$ cat config.mk
export PLATFORM = sky130hd
export DESIGN_NAME = eq_alu
export DESIGN_NICKNAME = d
export VERILOG_FILES = /design/src/rtl/eq_pkg.sv /design/src/rtl/eq_alu.sv
export SDC_FILE = /design/constraint.sdc
export NUM_CORES = 1
export LEC_CHECK = 0
export CORE_UTILIZATION = 39
export DETAILED_ROUTE_END_ITERATION = 10
export MAX_ROUTING_LAYER = met4
export PLACE_DENSITY = 0.56
export SYNTH_ARGS = -nofsm -noshare
export SYNTH_HDL_FRONTEND = slang
export SYNTH_SLANG_ARGS = --single-unit
$ cat constraint.sdc
create_clock -name vclk -period 32.4
set_input_delay 4.86 -clock vclk [all_inputs]
set_output_delay 4.86 -clock vclk [all_outputs]
set_load 0.01 [all_outputs]
$ cat src/rtl/eq_pkg.sv
// Shared types for the equation checker: FSM states, equation modes and the
// micro-op table that sequences the single ALU through CALC0..CALC3.
package eq_pkg;

    typedef enum logic [3:0] {
        S_IDLE, S_LOAD_X, S_WAIT_X, S_LOAD_Y, S_WAIT_Y, S_LOAD_Z, S_WAIT_Z,
        S_CALC0, S_CALC1, S_CALC2, S_CALC3, S_COMPARE, S_PASS, S_FAIL
    } state_e;

    typedef enum logic [1:0] {
        MODE_SQDIV  = 2'd0,  // (X/Z)^2 + Y/Z
        MODE_MULADD = 2'd1,  // X*Y + Z
        MODE_SUMDIV = 2'd2,  // (X+Y)/Z
        MODE_SQSUB  = 2'd3   // X*X - Y
    } mode_e;

    typedef enum logic [1:0] {OP_ADD, OP_SUB, OP_MUL, OP_DIV} alu_op_e;
    typedef enum logic [2:0] {SEL_X, SEL_Y, SEL_Z, SEL_T, SEL_U} sel_e;
    typedef enum logic [1:0] {DST_NONE, DST_T, DST_U, DST_R} dst_e;

    typedef struct packed {
        alu_op_e op;
        sel_e    a;
        sel_e    b;
        dst_e    dst;
    } uop_t;

    // T and U are scratch registers; DST_R writes the visible Result.
    function automatic uop_t get_uop(input mode_e mode, input logic [1:0] step);
        uop_t u;
        u = '{OP_ADD, SEL_X, SEL_X, DST_NONE};
        case (mode)
            MODE_SQDIV: case (step)
                2'd0: u = '{OP_DIV, SEL_X, SEL_Z, DST_T};
                2'd1: u = '{OP_MUL, SEL_T, SEL_T, DST_T};
                2'd2: u = '{OP_DIV, SEL_Y, SEL_Z, DST_U};
                default: u = '{OP_ADD, SEL_T, SEL_U, DST_R};
            endcase
            MODE_MULADD: case (step)
                2'd0: u = '{OP_MUL, SEL_X, SEL_Y, DST_T};
                2'd1: u = '{OP_ADD, SEL_T, SEL_Z, DST_R};
                default: ;
            endcase
            MODE_SUMDIV: case (step)
                2'd0: u = '{OP_ADD, SEL_X, SEL_Y, DST_T};
                2'd1: u = '{OP_DIV, SEL_T, SEL_Z, DST_R};
                default: ;
            endcase
            default: case (step)
                2'd0: u = '{OP_MUL, SEL_X, SEL_X, DST_T};
                2'd1: u = '{OP_SUB, SEL_T, SEL_Y, DST_R};
                default: ;
            endcase
        endcase
        return u;
    endfunction

endpackage

$ cat src/rtl/eq_alu.sv
// Combinational W-bit unsigned ALU; results wrap mod 2^W, divide-by-zero
// returns all-ones and raises div_zero.
module eq_alu
    import eq_pkg::*;
#(
    parameter int W = 8
) (
    input  alu_op_e        op,
    input  logic [W-1:0]   a,
    input  logic [W-1:0]   b,
    output logic [W-1:0]   y,
    output logic           div_zero
);

    always_comb begin
        y        = '0;
        div_zero = 1'b0;
        case (op)
            OP_ADD: y = a + b;
            OP_SUB: y = a - b;
            OP_MUL: y = a * b;
            OP_DIV: begin
                if (b == '0) begin
                    y        = '1;
                    div_zero = 1'b1;
                end else begin
                    y = a / b;
                end
            end
            default: y = '0;
        endcase
    end

endmodule

==> impl_metrics.env <==
export IMPL_status="completed"
export IMPL_hold_path_startpoint="op[0]"
export IMPL_syn_nets=518
export IMPL_num_io_pins=27
export IMPL_initial_core_util_pct=40.43
export IMPL_nets=534
export IMPL_n_antenna_cell=0
export IMPL_std_cell_rows=32
export IMPL_clkPwrFrac_pct=0
export IMPL_slowest_stage="clkdlybuf4s50_1"
export IMPL_layout_setup_ws_ns=10.43
export IMPL_chipHeight_um=91.51
export IMPL_min_period_ns=21.97
export IMPL_ys_warn_count=0
export IMPL_hp_class="in -> out"
export IMPL_grt_use_total_pct=22.96
export IMPL_layout_drive_gt1_share_pct=1.831
export IMPL_ctsResizeCount=0
export IMPL_wl_um=9037
export IMPL_crit_path_end_kind="output port"
export IMPL_core_area_mm2=0.007727
export IMPL_synth_top_family_by_area="adder cells"
export IMPL_die_area_mm2=0.008373
export IMPL_rsz0062_at_grt="no"
export IMPL_layout_commonest_cell="ha_1"
export IMPL_cpPeakStageDelay_ns=0.77
export IMPL_cp_start_kind="input pin"
export IMPL_slew_limit_headroom_pct=35.18
export IMPL_slew_viol_final=0
export IMPL_synthAdderAreaFrac_pct=33.96
export IMPL_cts_setup_buffers=0
export IMPL_hpwlAfterDp_um=7363
export IMPL_critPathTopFamily="compound AO/OA/AOI/OAI gates"
export IMPL_dp_slack_ns=10.56
export IMPL_drtIter0Drc=209
export IMPL_worst_setup_path_type="in -> out"
export IMPL_crit_cells=43
export IMPL_ys_types=59
export IMPL_stdcell_area_mm2=0.003463
export IMPL_crit_path_start="b[0]"
export IMPL_route_detailed_drc=0
export IMPL_overflow=0
export IMPL_crit_required_ns=27.54
export IMPL_netlist_instances=423
export IMPL_regArea_um2=0
export IMPL_hold_viol_final=0
export IMPL_worstPathArrival_ns=17.11
export IMPL_synthSimpleGateAreaFrac_pct=18.74
export IMPL_setup_tns_ns=0
export IMPL_grt_pass1_vias=2893
export IMPL_fill_cells=791
export IMPL_dr_pass1_iters=5
export IMPL_max_vdd_ir_drop_uv=11.70
export IMPL_finalCritPeriodShare_pct=67.82
export IMPL_via_per_inst=5.551
export IMPL_wl_per_cell_um=16.77
export IMPL_worst_path_max_fanout=15
export IMPL_grt_max_degree=19
export IMPL_ys_seq_area_share_pct=0
export IMPL_worst_pin_slew_ns=0.9658
export IMPL_ant_nets=0
export IMPL_grt_pass1_wl_um=14990
export IMPL_globalplace_congestion=0.9353
export IMPL_portBuffers=27
export IMPL_intPower_mw=0.04363
export IMPL_crit_top_cell="ha_1"
export IMPL_leakage_nw=1.640
export IMPL_hold_buffers=0
export IMPL_crit_end="y[0]"
export IMPL_clockBufferCount=0
export IMPL_worst_path_buf_inv=5
export IMPL_vias=2992
export IMPL_place_area_mm2=0.003463
export IMPL_syn_area_per_cell_um2=7.386
export IMPL_p_seq_share_pct=0
export IMPL_power_switching_mw=0.04914
export IMPL_antenna_found_initial=0
export IMPL_max_freq_ghz=0.04551
export IMPL_multi_input_area_mm2=0.002882
export IMPL_synth_xor_area_share_pct=11.81
export IMPL_synth_compound_area_share_pct=23.47
export IMPL_p_comb_share_pct=100.0
export IMPL_layout_cells_most_common_list="ha_1 (64), inv_1 (48), nor2_1 (44), nand2_1 (31)"
export IMPL_max_cap_violations=0
export IMPL_setup_viol=0
export IMPL_power_density_mw_per_mm2=26.79
export IMPL_synth_mux_area_fraction_pct=4.245
export IMPL_die_x_um=91.51
export IMPL_hold_path_depth=4
export IMPL_synth_cell_area_mm2=0.003124
export IMPL_switching_share_pct=52.97
export IMPL_seq_cell_count=0
export IMPL_syn2layout_area_growth_pct=10.85
[synthesized netlist by cell type, types with 2 or more instances]
cell type,n,area share (%)
ha_1,64,26
clkbuf_1,10,1.2
a21oi_1,21,3.4
nand2_1,31,3.7
nand2b_1,4,0.80
o211a_1,2,0.64
nand3_1,9,1.4
a21o_1,11,2.6
buf_2,2,0.32
o41ai_1,2,0.56
a31oi_1,7,1.4
xnor3_1,2,1.4
a41oi_1,2,0.56
nor2_1,44,5.3
xor2_1,10,2.8
fa_1,13,8.3
o211ai_1,6,1.4
xnor2_1,27,7.6
o21ai_0,20,3.2
and2_1,6,1.2
o221ai_1,4,1.1
mux2_2,2,0.72
inv_1,48,5.8
or3_1,2,0.40
nor3_1,15,2.4
nor2b_1,3,0.60
mux2i_1,11,3.5
o22a_1,2,0.56
o311ai_0,2,0.56
o21a_1,12,2.9
[worst min-delay path by stage]
stage                           to  slack (ns)
after floorplan               y[0]        9.98
after global placement    div_zero       11.06
after detailed placement  div_zero       11.06
after CTS                 div_zero       11.05
after global routing      div_zero       11.18
final                     div_zero       11.07
[final cells by class]
cell class / count / share of cell area, %
multi-input combinational: 361 / 83.20
timing repair buffer: 27 / 7.803
inverter: 49 / 5.311
tap: 102 / 3.685
[through the flow]
stage | power (mW) | util [%] | hold WS, ns | std cells
6_report | 0.09277 | 44.82 | 11.07 | 539
5_1_grt | 0.1047 | 44.82 | 11.18 | 539
4_1_cts | 0.09359 | 44.82 | 11.05 | 539
3_3_place_gp | 0.09271 | 44.82 | 11.06 | 539
2_1_floorplan | 0.06687 | - | 9.984 | 423
3_5_place_dp | 0.09308 | 44.82 | 11.06 | 539
[cells by family after synthesis]
kind of cell | Yosys count
multiplexers | 13
AND/OR/NAND/NOR | 125
buffers and inverters | 62
XOR/XNOR | 39
adder cells (fa/ha/maj) | 77
AO/OA/AOI/OAI | 107
[routing by layer]
layer | GRT usage [%] | share of wire (%) | vias up
met5 | - | 0 | -
met4 | 1.190 | 0.80 | 0
met3 | 0.2513 | 4.1 | 7
met2 | 39.79 | 47 | 70
met1 | 31.41 | 48 | 1388
li1 | - | - | 1527
[power by group through the flow]
| stage | logic (mW) | clock network (mW) | registers (mW) |
|---|---|---|---|
| final | 0.0928 | 0 | 0 |
| after global routing | 0.105 | 0 | 0 |
| after CTS | 0.0936 | 0 | 0 |
| after detailed placement | 0.0931 | 0 | 0 |
| after global placement | 0.0927 | 0 | 0 |
| after floorplan | 0.0669 | 0 | 0 |
(Power assumes the default switching activity.)
